**src/rtl/cache_mem_arbiter.sv**
```systemverilog
// Arbitrates one wishbone-style memory port between icache and dcache miss ports.
// Grant registered (request->mem_stb 1 cycle), ack combinational, one dead cycle between grants.
`timescale 1ns/1ps

module cache_mem_arbiter #(
    parameter int ADDR_W     = 12,
    parameter int DATA_W     = 128,
    parameter int SEL_W      = 16,
    parameter int FIXED_PRIO = 0,
    parameter int WDOG_MAX   = 255
) (
    input  logic              clk,
    input  logic              rst,
    input  logic              i_stb,
    input  logic [ADDR_W-1:0] i_adr,
    output logic              i_ack,
    output logic [DATA_W-1:0] i_dat_s,
    input  logic              d_stb,
    input  logic              d_we,
    input  logic [ADDR_W-1:0] d_adr,
    input  logic [DATA_W-1:0] d_dat_m,
    input  logic [SEL_W-1:0]  d_sel,
    output logic              d_ack,
    output logic [DATA_W-1:0] d_dat_s,
    output logic              mem_cyc,
    output logic              mem_stb,
    output logic              mem_we,
    output logic [ADDR_W-1:0] mem_adr,
    output logic [DATA_W-1:0] mem_dat_m,
    output logic [SEL_W-1:0]  mem_sel,
    input  logic              mem_ack,
    input  logic              mem_rty,
    input  logic [DATA_W-1:0] mem_dat_s,
    output logic              wdog_err
);

    typedef enum logic [1:0] {
        IDLE  = 2'd0,
        GNT_I = 2'd1,
        GNT_D = 2'd2
    } state_t;

    localparam logic [15:0] WDOG_LIM = 16'(WDOG_MAX);

    state_t      state_q, state_d;
    logic        last_d_q, last_d_d;
    logic [15:0] wdog_cnt_q, wdog_cnt_d;
    logic        wdog_err_q, wdog_err_d;

    logic gnt_i, gnt_d, live, ack_live, pick_d;

    // A grant only drives the bus while its owner still holds stb, so an abort
    // drops mem_stb in the same cycle and any coincident mem_ack is lost.
    always_comb begin
        gnt_i    = (state_q == GNT_I);
        gnt_d    = (state_q == GNT_D);
        live     = (gnt_i && i_stb) || (gnt_d && d_stb);
        ack_live = live && mem_ack;
    end

    assign mem_stb  = live;
    assign mem_cyc  = live;
    assign i_ack    = gnt_i && i_stb && mem_ack;
    assign d_ack    = gnt_d && d_stb && mem_ack;
    assign i_dat_s  = mem_dat_s;
    assign d_dat_s  = mem_dat_s;
    assign wdog_err = wdog_err_q;

    always_comb begin
        mem_we    = 1'b0;
        mem_adr   = '0;
        mem_dat_m = '0;
        mem_sel   = '0;
        if (gnt_i && i_stb) begin
            mem_adr = i_adr;
            mem_sel = '1;
        end else if (gnt_d && d_stb) begin
            mem_we    = d_we;
            mem_adr   = d_adr;
            mem_dat_m = d_dat_m;
            mem_sel   = d_sel;
        end
    end

    always_comb begin
        state_d    = state_q;
        last_d_d   = last_d_q;
        wdog_cnt_d = wdog_cnt_q;
        wdog_err_d = wdog_err_q;

        if (i_stb && d_stb) begin
            pick_d = (FIXED_PRIO != 0) ? 1'b1 : !last_d_q;
        end else begin
            pick_d = d_stb;
        end

        case (state_q)
            IDLE: begin
                if (i_stb || d_stb) begin
                    state_d    = pick_d ? GNT_D : GNT_I;
                    last_d_d   = pick_d;
                    wdog_cnt_d = '0;
                end
            end
            GNT_I, GNT_D: begin
                if (!ack_live && (wdog_cnt_q != WDOG_LIM)) begin
                    wdog_cnt_d = wdog_cnt_q + 16'd1;
                end
                if (wdog_cnt_d == WDOG_LIM) begin
                    wdog_err_d = 1'b1;
                end
                // Ack has priority over retry; both, or an abort, release the port.
                if (!live || mem_ack || mem_rty) begin
                    state_d = IDLE;
                end
            end
            default: state_d = IDLE;
        endcase
    end

    always_ff @(posedge clk) begin
        if (rst) begin
            state_q    <= IDLE;
            last_d_q   <= 1'b1;
            wdog_cnt_q <= '0;
            wdog_err_q <= 1'b0;
        end else begin
            state_q    <= state_d;
            last_d_q   <= last_d_d;
            wdog_cnt_q <= wdog_cnt_d;
            wdog_err_q <= wdog_err_d;
        end
    end

endmodule
```
**config.mk**
```make
export PLATFORM = sky130hd
export DESIGN_NAME = cache_mem_arbiter
export DESIGN_NICKNAME = d
export VERILOG_FILES = /design/src/rtl/cache_mem_arbiter.sv
export SDC_FILE = /design/constraint.sdc
export NUM_CORES = 1
export LEC_CHECK = 0
export CORE_AREA = 8 8 275 277
export CTS_BUF_LIST = sky130_fd_sc_hd__clkbuf_4 sky130_fd_sc_hd__clkbuf_8
export CTS_CLUSTER_DIAMETER = 150
export CTS_CLUSTER_SIZE = 16
export DETAILED_ROUTE_END_ITERATION = 16
export DIE_AREA = 0 0 283 285
export GPL_TIMING_DRIVEN = 0
export PLACE_DENSITY = 0.37
export SYNTH_ARGS = -nofsm -noshare
export SYNTH_HDL_FRONTEND = slang
export SYNTH_SLANG_ARGS = --single-unit
```
**constraint.sdc**
```tcl
create_clock -name clk -period 2.3 [get_ports clk]
set_input_delay 0.46 -clock clk [delete_from_list [all_inputs] [get_ports clk]]
set_output_delay 0.46 -clock clk [all_outputs]
set_load 0.03 [all_outputs]
```
# Yosys cells after proc, flatten, opt, wreduce, memory -nomap -nowiden
# Cells that the tools add are included.
classes:
  add_sub_neg: 1
  n_eq_ne: 6
  mux: 17
  n_reduce_logical: 21
ops:
  columns: ["operator", "count"]
  rows:
  - ["$mux 128", 2]
  - ["$mux 16", 5]
  - ["$pmux 16 s2", 1]
  - ["$mux 12", 2]
  - ["$add 16x1->16 const B", 1]
  - ["$eq 16x8->1 const B", 1]
  - ["$ne 16x8->1 const B", 1]
  - ["$reduce_and 2->1", 4]
  - ["$logic_and 1x1->1", 7]
  - ["$mux 2", 3]
  - ["$logic_or 1x1->1", 4]
  - ["$ne 2x2->1 const B", 2]
  - ["$pmux 2 s2", 1]
  - ["$logic_not 1->1", 3]
  - ["$mux 1", 3]
  - ["$eq 2x1->1 const B", 1]
  - ["$eq 2x2->1 const B", 1]
  - ["$logic_not 2->1", 1]
  - ["$reduce_bool 2->1", 1]
  - ["$reduce_or 2->1", 1]
totals:
  ff_bits: 20
  input_bits: 303
  output_inout_bits: 418

# Depth between registers and ports, before layout
logic_depth:
  word_depth: 10
  mapped_depth: 9
  ltp_nobuf: 7

# Worst setup path after synthesis
# OpenSTA, ideal clock, no wires.
synth_path:
  path_type: "register -> output"
  startpoint: "register state_q[0]"
  endpoint: "output mem_adr[0]"
  t_arrival_ps: 2072
  required_ps: 1840
  setup_slack_ps: -232
  stages_incl_launch_ff: 9
  n_path_buf: 3
  path_cell_list: "dfxtp_1 -> inv_1 -> ha_1 -> and2_1 -> clkbuf_1 -> nor2b_1 -> clkbuf_1 -> buf_1 -> a22o_1"
synth_between:
  elab_chain_len: 4
synth_rtl:
  columns: ["item", "line", "source"]
  rows:
  - ["start: declaration", "45", "state_t state_q, state_d;"]
  - ["start signal: assignment", "128", "state_q <= state_d;"]
  - ["$eq 2x2->1", "56", "gnt_d = (state_q == GNT_D);"]
  - ["$logic_and 1x1->1", "77", "end else if (gnt_d && d_stb) begin"]
  - ["$mux 12", "77", null]
  - ["$mux 12 *", "74", "if (gnt_i && i_stb) begin"]
  - ["end: declaration", "28", "output logic [ADDR_W-1:0] mem_adr,"]
# Mark *: on every way between the ends. The rest lies on a longest branch, timed or not.

# Worst setup path after layout
layout_path:
  startpoint: "register state_q[0]"
  endpoint: "output mem_dat_m[119]"
layout_between:
  elab_chain_len: 4
layout_rtl:
  columns: ["item", "line", "source"]
  rows:
  - ["$eq 2x2->1", "56", null]
  - ["$logic_and 1x1->1", "77", null]
  - ["$mux 128", "77", null]
  - ["$mux 128 *", "74", null]
  - ["end: declaration", "29", "output logic [DATA_W-1:0] mem_dat_m,"]
# Marks and branches as above.

==> impl_metrics.json <==
{
  "grt_first_pass_wirelength_um": 65700,
  "postSynthCellCount": 627,
  "cts.hold.buffers_added": 0,
  "drt_first_pass_iters": 5,
  "synth-seq-area-share": 0.0882,
  "placement.setup.worst_slack_ps": -2560,
  "hold_class": "reg2reg",
  "final.period_utilization": 1.05,
  "core_area_mm2": 0.0710,
  "synth.area.top_cells": "buf_4 (42%), and2_1 (18%), dfxtp_1 (8.8%)",
  "die_width_um": 283,
  "synth.ff_latch_count": 20,
  "vias": 6473,
  "outcome": "finished, violations left",
  "grt_antenna_before_repair": 21,
  "floorplan.rows": 98,
  "leakage_nw": 5.40,
  "gp_congestion": 0.867,
  "layout_cells_sized_above_1": 0.509,
  "drt_wl_total_um": 50500,
  "report.final.hold_viol_count": 0,
  "vdd_drop_max_v": 0.000189,
  "clk-insertion-delay-late_ps": 270,
  "die-height_um": 285,
  "io_buffer_count": 592,
  "ys_types": 53,
  "pin_count_of_the_biggest_net_entering_global_routing": 12,
  "globalRoute.totalOverflow": 0,
  "initialDrtViolationCount": 269,
  "cts.reportedPaths.clkPinSlew_ps": 90,
  "yosys.area.top_type_share": 0.425,
  "vias_in_the_first_global_route": 6674,
  "arrival_ps": 1950,
  "final-setup-viol-count": 137,
  "synth_enable_flop_cells": 0,
  "worst-slew-pin-transition_ps": 810,
  "critical_path.endpoint_type": "output port",
  "clock_tree.buffer_depth": 2,
  "finalCriticalPeriod_ps": 2410,
  "cts_num_sinks": 20,
  "critical_path.startpoint_type": "flip-flop",
  "num-fill-cells": 7943,
  "path_max_fanout": 10,
  "clk_root_buffer_cell": "clkbuf_8",
  "wl_per_cell_um": 23.1,
  "final_max_slew_viol_count": 0,
  "count_of_max_cap_constraint_violations": 0,
  "final_core_utilization": 0.177,
  "timing.final.ws_setup_ps": -107,
  "final.setup_skew_ps": 3.77,
  "netlist.top_cell.by_area": "buf_4",
  "dpl.hpwl_um": 46400,
  "violated_checks": "negative setup slack",
  "slew_limit_headroom": 0.454,
  "cp_data_required_time_ps": 1840,
  "detail_route.drc_violations": 0,
  "synth-main-ff-cell": "dfxtp_1",
  "max_clock_freq_mhz": 415,
  "viasPerCell": 2.96,
  "yosysWarningCount": 0,
  "synthesis.area_mm2": 0.00454,
  "commonest_cells_in_the_synthesized_netlist": "buf_4 (257), and2_1 (132), clkbuf_1 (27)",
  "ios": 721,
  "h-tree-depth": 1,
  "synthesis.nets": 934,
  "class_of_the_most_critical_setup_path": "reg2out",
  "async_flop_share": 0,
  "layout.nets": 1539,
  "pwr_density_cell_mw_per_mm2": 254,
  "global_route.usage.total": 0.116,
  "post-synth-top-count-cell": "buf_4",
  "grt_setup_unrepaired": "yes",
  "die_area_mm2": 0.0807,
  "numCtsBuffers": 3,
  "post_synth.cell_area_avg_um2": 7.24,
  "initial_utilization": 0.0640,
  "syn2layout_area_growth_pct": 176,
  "cts_tree": "built",
  "ant_nets": 0
}
[where the power goes]
group	switching [mW]	total, mW	internal [mW]
clock	0.138	0.291	0.153
combinational	1.27	2.53	1.26
sequential	0.0115	0.365	0.354
total	1.42	3.18	1.76
[layout by cell type, fill, tap and decap left out, types with 4 or more instances in the layout]
cell | netlist | routed
a21o_1 | 19 | 15
a22o_2 | 0 | 10
nand3_1 | 8 | 7
a31oi_1 | 7 | 7
a21o_4 | 0 | 4
buf_2 | 5 | 5
buf_8 | 0 | 12
buf_12 | 0 | 8
buf_4 | 257 | 298
nand2_1 | 13 | 12
o21ai_0 | 10 | 10
nand4_1 | 6 | 6
diode_2 | 0 | 4
clkbuf_8 | 0 | 10
clkdlybuf4s50_1 | 0 | 429
buf_6 | 0 | 108
a21oi_1 | 17 | 17
and2_4 | 0 | 43
and2_2 | 0 | 76
a41oi_1 | 4 | 4
and3_1 | 5 | 5
and2_1 | 132 | 14
clkbuf_4 | 0 | 15
a311oi_1 | 9 | 9
nor2_1 | 9 | 8
dfxtp_1 | 20 | 15
[metal layers]
layer	track usage	vias up	part of all wire
met3	0.0603	46	0.12
met4	0.00398	28	0.0067
met1	0.109	2995	0.33
met2	0.232	359	0.55
met5	0	-	0.0033
li1	-	3045	-
[worst paths after layout]
check | startpoint | to | slack [ps] | cells past startpoint
max | state_q[0] | mem_dat_m[119] | -110 | 8
min reg2reg | wdog_err | wdog_err | 490 | 2
max reg2reg | state_q[1] | wdog_err | -60 | 7
min | wdog_err | wdog_err | 490 | 2
[cell families after synthesis]
family | Yosys count | synth area share
AOI/OAI and AO/OA | 96 | 0.153
adders and majority gates | 4 | 0.0110
muxes | 2 | 0.00441
buffers and inverters | 298 | 0.460
and+or+nand+nor | 204 | 0.277
xor gates and xnor gates | 3 | 0.00579
DFF | 20 | 0.0882
[cell type report]
type                       instances  area (um^2)  area share
antenna                            4         10.0    0.000798
buffer                           288         2230       0.178
clock buffer                       4         55.1     0.00439
inverter                           4         20.0     0.00160
multi-input combinational        309         2400       0.192
sequential                        20          412      0.0328
tap                              950         1190      0.0948
timing repair buffer             606         6220       0.496
[flip-flops by register name, indices dropped and copies added, names as in the netlist]
signal      count
state_q         2
last_d_q        1
wdog_err        1
wdog_cnt_q     16
[stage by stage]
step / TNS [ps] / total power [mW] / instances / cell area, um^2 / hold WS [ps]
2_1_floorplan: 0 / 1.62 / 627 / 4660 / 470
3_3_place_gp: -354010 / 2.81 / 2169 / 11800 / 476
3_5_place_dp: -358670 / 2.81 / 2169 / 11800 / 465
4_1_cts: -16310 / 3.14 / 2175 / 12000 / 484
5_1_grt: -22290 / 3.32 / 2181 / 12500 / 526
6_report: -9230 / 3.18 / 2185 / 12500 / 485
[worst max-delay path: stages, from the launching register on]
cell	delay [ps]
dfxtp_4	370
inv_4	60
ha_4	180
and2_4	150
nor2b_4	200
clkbuf_16	210
buf_4	160
and2_2	170
buf_6	160
[what timing repair did]
action	CTS	global route
gates resized for setup	1087	180
pin swaps	1	23
buffers inserted	5	6
cloned	0	3
endpoints found under the setup margin	178	178
Power figures use the tool's default switching activity.
